--- src/rtl/cpu_core_p.sv ---
// cpu_core_p: multi-cycle X/Y accumulator core with a req/ack memory port.
// The FSM runs FETCH -> DECODE -> (OPERAND -> (MEM)) -> FETCH; each access waits for mem_ack.
module cpu_core_p #(
  parameter int                WIDTH    = 16,
  parameter int                ADDR_W   = 16,
  parameter logic [ADDR_W-1:0] RESET_PC = '0
) (
  input  logic              clk,
  input  logic              reset,
  output logic              mem_req,
  output logic              mem_we,
  output logic [ADDR_W-1:0] mem_addr,
  output logic [WIDTH-1:0]  mem_wdata,
  input  logic [WIDTH-1:0]  mem_rdata,
  input  logic              mem_ack,
  output logic              halted,
  output logic [ADDR_W-1:0] pc_out,
  output logic [WIDTH-1:0]  x_out
);

  localparam logic [2:0] S_FETCH   = 3'd0;
  localparam logic [2:0] S_DECODE  = 3'd1;
  localparam logic [2:0] S_OPERAND = 3'd2;
  localparam logic [2:0] S_MEM     = 3'd3;
  localparam logic [2:0] S_HALT    = 3'd4;

  localparam logic [3:0] OP_LDX  = 4'h1;
  localparam logic [3:0] OP_LDY  = 4'h2;
  localparam logic [3:0] OP_ADD  = 4'h3;
  localparam logic [3:0] OP_SUB  = 4'h4;
  localparam logic [3:0] OP_AND  = 4'h5;
  localparam logic [3:0] OP_LD   = 4'h6;
  localparam logic [3:0] OP_ST   = 4'h7;
  localparam logic [3:0] OP_JMP  = 4'h8;
  localparam logic [3:0] OP_JZ   = 4'h9;
  localparam logic [3:0] OP_JC   = 4'hA;
  localparam logic [3:0] OP_JLT  = 4'hB;
  localparam logic [3:0] OP_JGT  = 4'hC;
  localparam logic [3:0] OP_SWAP = 4'hD;
  localparam logic [3:0] OP_HLT  = 4'hF;

  logic [2:0]        r_state;
  logic [ADDR_W-1:0] r_pc;
  logic [ADDR_W-1:0] r_opr;
  logic [3:0]        r_op;
  logic [WIDTH-1:0]  r_x;
  logic [WIDTH-1:0]  r_y;
  logic              r_c;
  logic              r_z;
  logic              r_lt;

  logic [WIDTH:0]    w_alu;
  logic [WIDTH-1:0]  w_res;
  logic [ADDR_W-1:0] w_pc_inc;
  logic [ADDR_W-1:0] w_rd_addr;
  logic              w_taken;
  logic              w_access;

  // Returns {carry, result}; AND yields carry 0.
  function automatic logic [WIDTH:0] alu_op(input logic [3:0] op,
                                            input logic [WIDTH-1:0] a,
                                            input logic [WIDTH-1:0] b);
    logic [WIDTH:0] sum;
    case (op)
      OP_ADD:  sum = {1'b0, a} + {1'b0, b};
      OP_SUB:  sum = {1'b0, a} + {1'b0, ~b} + {{WIDTH{1'b0}}, 1'b1};
      default: sum = {1'b0, a & b};
    endcase
    return sum;
  endfunction

  function automatic logic jump_taken(input logic [3:0] op, input logic c,
                                      input logic z, input logic lt);
    logic t;
    case (op)
      OP_JMP:  t = 1'b1;
      OP_JZ:   t = z;
      OP_JC:   t = c;
      OP_JLT:  t = lt;
      OP_JGT:  t = ~z & ~lt;
      default: t = 1'b0;
    endcase
    return t;
  endfunction

  assign w_alu     = alu_op(r_op, r_x, r_y);
  assign w_res     = w_alu[WIDTH-1:0];
  assign w_taken   = jump_taken(r_op, r_c, r_z, r_lt);
  assign w_pc_inc  = r_pc + {{(ADDR_W-1){1'b0}}, 1'b1};
  assign w_rd_addr = mem_rdata[ADDR_W-1:0];
  assign w_access  = (r_state == S_FETCH) || (r_state == S_OPERAND) || (r_state == S_MEM);

  // Request is gated by reset so an in-flight access is dropped the moment reset rises.
  assign mem_req   = w_access & ~reset;
  assign mem_we    = (r_state == S_MEM) && (r_op == OP_ST);
  assign mem_addr  = (r_state == S_MEM) ? r_opr : r_pc;
  assign mem_wdata = r_x;
  assign halted    = (r_state == S_HALT);
  assign pc_out    = r_pc;
  assign x_out     = r_x;

  always_ff @(posedge clk or posedge reset) begin
    if (reset) begin
      r_state <= S_FETCH;
      r_pc    <= RESET_PC;
      r_op    <= 4'h0;
      r_opr   <= '0;
      r_x     <= '0;
      r_y     <= '0;
      r_c     <= 1'b0;
      r_z     <= 1'b0;
      r_lt    <= 1'b0;
    end else begin
      case (r_state)
        S_FETCH: begin
          if (mem_ack) begin
            r_op    <= mem_rdata[WIDTH-1 -: 4];
            r_pc    <= w_pc_inc;
            r_state <= S_DECODE;
          end
        end
        S_DECODE: begin
          case (r_op)
            OP_ADD, OP_SUB, OP_AND: begin
              r_x     <= w_res;
              r_c     <= w_alu[WIDTH];
              r_z     <= (w_res == '0);
              r_lt    <= w_res[WIDTH-1];
              r_state <= S_FETCH;
            end
            OP_SWAP: begin
              r_x     <= r_y;
              r_y     <= r_x;
              r_state <= S_FETCH;
            end
            OP_HLT: r_state <= S_HALT;
            OP_LDX, OP_LDY, OP_LD, OP_ST,
            OP_JMP, OP_JZ, OP_JC, OP_JLT, OP_JGT: r_state <= S_OPERAND;
            default: r_state <= S_FETCH;
          endcase
        end
        S_OPERAND: begin
          if (mem_ack) begin
            r_pc <= w_pc_inc;
            case (r_op)
              OP_LDX: begin
                r_x     <= mem_rdata;
                r_state <= S_FETCH;
              end
              OP_LDY: begin
                r_y     <= mem_rdata;
                r_state <= S_FETCH;
              end
              OP_LD, OP_ST: begin
                r_opr   <= w_rd_addr;
                r_state <= S_MEM;
              end
              default: begin
                if (w_taken) r_pc <= w_rd_addr;
                r_state <= S_FETCH;
              end
            endcase
          end
        end
        S_MEM: begin
          if (mem_ack) begin
            if (r_op == OP_LD) r_x <= mem_rdata;
            r_state <= S_FETCH;
          end
        end
        S_HALT:  r_state <= S_HALT;
        default: r_state <= S_FETCH;
      endcase
    end
  end

endmodule
--- config.mk ---
export PLATFORM = sky130hd
export DESIGN_NAME = cpu_core_p
export DESIGN_NICKNAME = d
export VERILOG_FILES = /design/src/rtl/cpu_core_p.sv
export SDC_FILE = /design/constraint.sdc
export NUM_CORES = 1
export LEC_CHECK = 0
export BUFFER_PORTS_ARGS = -buffer_cell sky130_fd_sc_hd__buf_4
export CAP_MARGIN = 10
export CORE_MARGIN = 2
export CORE_UTILIZATION = 35
export DETAILED_ROUTE_END_ITERATION = 10
export SLEW_MARGIN = 20
export SYNTH_ARGS = -nofsm -noshare
export SYNTH_HDL_FRONTEND = slang
export SYNTH_SLANG_ARGS = --single-unit
export TNS_END_PERCENT = 5
--- constraint.sdc ---
create_clock -name clk -period 3.4 [get_ports clk]
set_clock_uncertainty 0.05 [all_clocks]
set_input_delay 0.17 -clock clk [delete_from_list [all_inputs] [get_ports clk]]
set_output_delay 0.17 -clock clk [all_outputs]
set_load 0.03 [all_outputs]
== Word level (Yosys, flattened, before mapping) ==
Cells that the tools add are included.

* Flip-flop bits (word level): 74
* Bits in latches: 0
* Bits in writable memories: 0
* ROM bits: 0
* Input port bits: 19
* Output and inout port bits: 67
* Word-level logic and storage cells: 89
* Memories kept: 0

* $add $sub $neg: 4
* Multiply operators: 0
* Divide/modulo/power cells: 0
* $lt $le $gt $ge: 0
* Equal/unequal tests: 26
* Shift-type cells: 0
* Multiplexer cells: 24
* Bitwise gates (word level): 7
* Reduce and logical (&&, ||, !) cells: 19

{| class="wikitable"
|+ Operators with widths
! operator !! number
|-
| 2-to-1 mux 16 bit || 12
|-
| one-hot mux 16 bit (2 select lines) || 3
|-
| one-hot mux 16 bit (3 select lines) || 1
|-
| adder 16 x 16 -> 17 bit || 2
|-
| one-hot mux 17 bit (2 select lines) || 1
|-
| == test 4 bit, second input constant || 7
|-
| adder 17 x 1 -> 17 bit, second input constant || 1
|-
| adder 16 x 1 -> 16 bit, second input constant || 1
|-
| AND 16 bit || 1
|-
| == test 4 x 3 -> 1 bit, second input constant || 4
|-
| zero test 16 bit || 1
|-
| inverter 16 bit || 1
|-
| one-hot mux 3 bit (5 select lines) || 1
|-
| 2-to-1 mux 3 bit || 3
|-
| AND reduction 3 bit || 3
|-
| OR reduction 9 bit || 1
|-
| == test 4 x 2 -> 1 bit, second input constant || 2
|-
| != test 2 x 1 -> 1 bit, second input constant || 4
|-
| == test 3 x 2 -> 1 bit, second input constant || 2
|-
| != test 2 bit, second input constant || 3
|-
| one-hot mux 3 bit (2 select lines) || 1
|-
| AND reduction 6 bit || 1
|-
| one-hot mux 1 bit (5 select lines) || 1
|-
| == test 4 x 1 -> 1 bit, second input constant || 1
|-
| 16 further kinds || 22
|}

== Depth between registers and ports, before layout ==
Gate-level depths: netlist (run 1).

* Depth in word-level cells: 7
* Depth in mapped cells: 12
* Depth with buffers taken out: 12

== Worst setup path before layout (run 1) ==
No wires, ideal clock.

* Path kind: reg2reg
* Start point: register r_x[3], in the netlist mem_wdata[3]
* End point: register r_z
* Setup time: 0.076 ns
* Arrival: 3.136 ns
* Data required time: 3.274 ns
* Path slack: 0.138 ns
* Cell stages (with the launch flop): 12
* Buffers on the path: 1
* Clock period less this slack: 3.262 ns
* Cells stage by stage: dfrtp_1 -> ha_1 -> buf_2 -> inv_1 -> a2111o_1 -> a2111o_1 -> a31oi_4 -> a21oi_2 -> a211o_1 -> o31a_1 -> or4_1 -> o21ai_1

* Cells in the longest elaborated chain, start to end: 4
* Elaborated cells on any way between the ends: 6
* Classes of those cells: add/sub: 3; mux: 1; bitwise: 1; reduce/logical: 1

{| class="wikitable"
|+ RTL lines
! what !! RTL line !! source
|-
| start, declared || 46 || <nowiki>logic [WIDTH-1:0] r_x;</nowiki>
|-
| start signal, assigned || 125 || <nowiki>r_x <= w_res;</nowiki>
|-
| start signal, assigned || 132 || <nowiki>r_x <= r_y;</nowiki>
|-
| start signal, assigned || 147 || <nowiki>r_x <= mem_rdata;</nowiki>
|-
| adder 16 x 16 -> 17 bit || 66 || <nowiki>OP_SUB: sum = {1'b0, a} + {1'b0, ~b} + {{WIDTH{1'b0}}, 1'b1};</nowiki>
|-
| adder 17 x 1 -> 17 bit || 66 ||
|-
| one-hot mux 17 bit (2 select lines) * || 64 || <nowiki>case (op)</nowiki>
|-
| zero test 16 bit * || 127 || <nowiki>r_z <= (w_res == '0);</nowiki>
|-
| end signal, assigned || 127 ||
|-
| end, declared || 49 || <nowiki>logic r_z;</nowiki>
|}

Mark *: on every way between the ends. The rest lies on a longest branch, timed or not.
A chain may end at the register's enable or synchronous reset.

== Final worst setup path (run 1) ==
* Start point: register r_x[0], in the netlist mem_wdata[0]
* End point: register r_z

The elaborated chain is that of the path after synthesis.

==> impl_metrics.yaml, run 1 <==
place:
  port_buffers: 85
  dp_hpwl_um: 14400
  dpl_cell_area_um2: 7130
  dp_cells: 1060
  routabilityCongestion: 0.923
min_path:
  whs_path_depth: 2
  hp-class: "primary input to flip-flop"
final_layout:
  num-fill-cells: 1802
  final_nets: 907
  num_antenna_cells: 0
  instances_no_fill: 1082
  post_route_cells_drive_above_1_share_pct: 25.6
  syn2layout_area_growth_pct: 23.2
  multi_input_area_um2: 3860
  design_area_um2: 7530
  regArea_um2: 1850
synth:
  ys_ff_latch: 74
  avgSynthCellArea_um2: 8.02
  ys_warn_count: 0
  netlist_top_cells_area: "dfrtp_1 30%, a21oi_1 7.0%, ha_1 7.0%, mux2_2 6.6%, o21ai_0 4.9%"
  yosysTopAreaCell: "dfrtp_1"
  synthFlopType: "dfrtp_1"
  post-synth-top-count-cell: "a21oi_1"
  ys_types: 66
  netlist_instances: 762
  async_flop_share_pct: 100
  synth_top_area_share_pct: 30.3
  syn_nets: 817
  syn_area_um2: 6110
  synth-edff-count: 0
  synth_common_cells: "86 x a21oi_1, 74 x dfrtp_1, 74 x nand2_1, 70 x nor2_1, 60 x o21ai_0"
  ys_seq_area_share_pct: 30.3
die:
  die_w_um: 136
  io_pins: 86
  die_y_um: 136
  core_um2: 17200
  start_util_pct: 35.6
  fp.dieArea_um2: 18500
  num_rows: 48
clocking:
  cts_tree: "done"
  ctsHtreeMaxLevel: 3
  cts_root_buf: "clkbuf_16"
  clk_pin_slew_worst_paths_ns: 0.06
  cts_buffer_depth: 2
  clk_latency_ns: 0.35
  cts_buffers: 9
  clock-sinks: 74
critical_path:
  cp_max_fo: 3
  crit_top_cell: "a2111o_1"
  start_kind: "flip-flop"
  crit_type: "flip-flop to flip-flop"
  path_cells: "inv_1, buf_4, ha_1, nand2b_4, a2111o_1, a2111o_1, a31oi_4, a21oi_2, a211o_1, o31a_1, or4_1, o21ai_1"
  max_stage_delay_ns: 0.53
  crit_slowest_cell: "or4_1"
  cpLargestDelayFamily: "compound AO/OA/AOI/OAI gates"
  cp_num_buf_inv: 2
  required_ns: 3.62
  cp.depth: 12
  critPathCaptureType: "flip-flop"
  r2r_cells: 12
  crit_arrival_ns: 3.52
detailed_routing:
  drtIter0Drc: 395
  wl_um: 19300
  vias: 6038
  drc: 0
  vias_per_cell: 5.58
  drt-wirelength-per-cell_um: 17.9
  firstDrtPassIters: 5
  ant_nets: 0
global_routing:
  grt_pass1_vias: 5759
  grt_max_degree: 42
  grt_use_total_pct: 21.1
  antenna_found_initial: 0
  overflow: 0
  grt_pass1_wl_um: 30700
timing:
  finalWorstPathRequiredPeriod_ns: 3.30
  setup_viol: 0
  whs_ns: 0.0483
  fmax_mhz: 303
  maxSlewHeadroom_pct: 25.8
  fin_setup_tns_ns: 0
  period_share_pct: 96.9
  tightest_slew_ns: 1.11
  hold_viol: 0
  finalMaxSlewViolations: 0
job:
  cap_violations: 0
status:
  status: "finished clean"
## kinds of logic after synthesis
family          count (synthesis)  share of synthesized area, %
mux                            57                          10.1
buf+inv                       110                          7.96
flops                          74                          30.3
fa+ha+maj                      36                          7.62
compound gates                250                          25.7
simple gates                  235                          18.3
## state kept, by name (all words and copies together) (netlist names)
signal	cells
mem_wdata	16
pc_out	16
r_opr	16
r_y	16
r_op	4
r_state	3
r_c	1
r_lt	1
r_z	1
## cells in the final DEF, fill, tap and decap left out, drive strengths merged, types with 5 or more instances in the layout
cell type	Yosys	final
buf	25	145
a211oi	13	13
mux2i	21	21
o21bai	5	5
inv	43	43
a21oi	87	87
nand3	18	18
o31ai	7	7
nor2	70	70
mux2	36	36
o22ai	11	11
nand2b	11	11
and3	6	6
a21o	6	6
dfrtp	74	74
nor3	15	15
clkbuf	42	11
a221oi	6	6
nand4	6	6
a31oi	6	6
o21ai	61	61
a2111oi	6	6
ha	34	34
nand2	74	74
nor2b	10	10
o21a	5	5
a221o	5	5
o211ai	6	6
## stage by stage
stage / setup WS, ns / util, %
floorplan: 0.138 / -
global placement: -0.0141 / 41.5
detailed placement: -0.0175 / 41.5
CTS: 0.0338 / 43.2
global route: -0.0367 / 43.8
finish: 0.105 / 43.8
## worst register-to-register path: stages, from the launching register on
cell and delay (ns):
dfrtp_1 0.37, inv_1 0.07, buf_4 0.13, ha_1 0.18
nand2b_4 0.14, a2111o_1 0.46, a2111o_1 0.51, a31oi_4 0.23
a21oi_2 0.08, a211o_1 0.23, o31a_1 0.12, or4_1 0.53
o21ai_1 0.12
## area by class of cell
cell class,count,area share [%]
Multi-Input combinational cell,578,51.3
Sequential cell,74,24.6
Timing Repair Buffer,146,14.6
Tap cell,225,3.74
Clock buffer,11,3.22
Inverter,43,2.14
Clock inverter,5,0.399
## per-layer routing
layer  GRT usage (%)  up-vias  routed length (um)
li1                -     2915                   -
met1            26.7     2921                8420
met4            6.77        0                 414
met2            35.6      173                9520
met5               0        -                   0
met3            4.85       29                 993
## worst paths after layout
| check | start | end | slack (ns) |
|---|---|---|---|
| worst max-delay path | mem_wdata[0] | r_z | 0.10 |
| worst min-delay path | mem_rdata[6] | r_opr[6] | 0.05 |
| worst max register to register | mem_wdata[0] | r_z | 0.10 |
| worst min register to register | r_c | r_c | 0.44 |
| max in group asynchronous | reset | r_state[1] | 2.11 |
| min in group asynchronous | reset | r_opr[12] | 0.39 |
## timing repair
item	in CTS	in global routing
endpoints found under the hold margin	21	0
buffers inserted	0	5
setup endpoints to repair	1	4
hold buffers	1	0
gates resized for setup	2	18
pin swaps	0	5
Power of run 1 is left out: the tool's default activity adds up to more than one toggle a clock period on the data nets, which glitch-free logic cannot reach.
==> inputs of run 2 (changes only) <==
Clock period 3.4 ns to 4.2 ns, I/O delays scaled along.
==> impl_metrics.yaml, run 2 (same netlist as run 1, synthesis figures left out) <==
clocking:
  post_cts_buffers: 0
  cts_buffers: 9
  cts_tree: "done"
  clk_latency_ns: 0.35
  cts_root_buf: "clkbuf_16"
  ctsHtreeMaxLevel: 3
  holdBufCountCts: 0
  clk_pin_slew_worst_paths_ns: 0.06
  ctsResizeCount: 0
  cts_buffer_depth: 2
  clock-sinks: 74
die:
  io_pins: 86
  die_y_um: 136
  num_rows: 48
  fp.dieArea_um2: 18500
  start_util_pct: 35.6
  core_um2: 17200
  die_w_um: 136
place:
  dp_cells: 1020
  dpl_cell_area_um2: 6830
  port_buffers: 85
  dp_hpwl_um: 13300
  routabilityCongestion: 0.914
  dp_slack_ns: 0.731
final_layout:
  final_nets: 861
  design_area_um2: 7140
  final_common_cell: "buf_4"
  instances_no_fill: 1036
  num_antenna_cells: 0
  post_route_cells_drive_above_1_share_pct: 20.1
  syn2layout_area_growth_pct: 16.9
  final_cell_mix: "100 x buf_4, 86 x a21oi_1, 74 x nand2_1, 74 x dfrtp_1, 69 x nor2_1"
timing:
  hold_viol: 45
  maxSlewHeadroom_pct: 43.0
  rsz0062_at_grt: "false"
  whs_ns: -0.0316
  period_share_pct: 85.2
  tightest_slew_ns: 0.834
  setup_ws_ns: 0.620
  fin_setup_tns_ns: 0
  fmax_mhz: 279
  setup_viol: 0
  finalWorstPathRequiredPeriod_ns: 3.58
  finalMaxSlewViolations: 0
detailed_routing:
  vias_per_cell: 5.63
  ant_nets: 0
  drt-wirelength-per-cell_um: 17.9
  drtIter0Drc: 423
  drc: 0
  firstDrtPassIters: 5
  wl_um: 18600
  vias: 5837
job:
  cap_violations: 0
global_routing:
  grt_pass1_wl_um: 29400
  grt_max_degree: 47
  overflow: 0
  antenna_found_initial: 0
  grt_use_total_pct: 20.3
  grt_pass1_vias: 5381
status:
  violations: "negative hold slack"
  status: "finished with violations"
critical_path:
  start_kind: "flip-flop"
  required_ns: 4.42
  cp_max_fo: 9
  crit_type: "flip-flop to flip-flop"
  r2r_slack_ns: 0.62
  r2r_cells: 10
  crit-reg2reg-capture: "r_z"
  crit_arrival_ns: 3.80
  timing.rr.start: "mem_wdata[3]"
  critPathCaptureType: "flip-flop"
min_path:
  hp-class: "primary input to asynchronous set/reset pin"
-- run 2: cell types whose count changed in the layout (fill, tap and decap cells not counted), moves of 2 or more --
cell        previous run  this run
a2111oi_1              3         0
clkinvlp_4             2         0
a2111oi_2              3         0
a2111oi_0              0         6
clkinv_4               0         2
buf_4                145       100
ha_1                  31        34
ha_4                   2         0
-- run 2: worst max-delay path: stages (launching register included) --
cell and delay [ns]:
dfrtp_1 0.45, ha_1 0.48, inv_1 0.13, o221ai_1 0.37
nand2_1 0.11, a2111oi_0 0.68, o21bai_1 0.27, a221oi_1 0.34
nor2_1 0.09, or3_1 0.40, o21ai_1 0.14
-- run 2: worst max path at each step --
stage / from / to / cells after the start
after floorplan: mem_wdata[3] / r_z / 11
after global placement: mem_wdata[7] / r_z / 10
after detailed placement: mem_wdata[3] / r_z / 10
after CTS: mem_wdata[3] / r_z / 10
after global routing: mem_wdata[7] / r_z / 10
final: mem_wdata[3] / r_z / 10
-- run 2: area by class of cell --
type	count	area [um^2]
clock buffer	11	253
clock inverter	5	61.3
fill	1791	10000
inverter	43	163
multi-input combinational	578	3780
sequential	74	1850
tap	225	282
timing repair buffer	100	751
-- run 2: per-stage QoR --
step	util [%]	hold slack, ns
floorplan	-	0.277
global placement	39.8	0.431
detailed placement	39.8	0.434
CTS	41.6	0.0721
global route	41.6	0.0314
finish	41.6	-0.0316
-- run 2: per-layer routing --
layer | global-route usage, % | up-vias | wire, um
met1 | 26.8 | 2779 | 8170
met4 | 6.37 | 0 | 373
li1 | - | 2825 | -
met2 | 33.9 | 206 | 8920
met5 | 0 | - | 0
met3 | 3.17 | 27 | 1110
Power of run 2 is left out for the same reason.
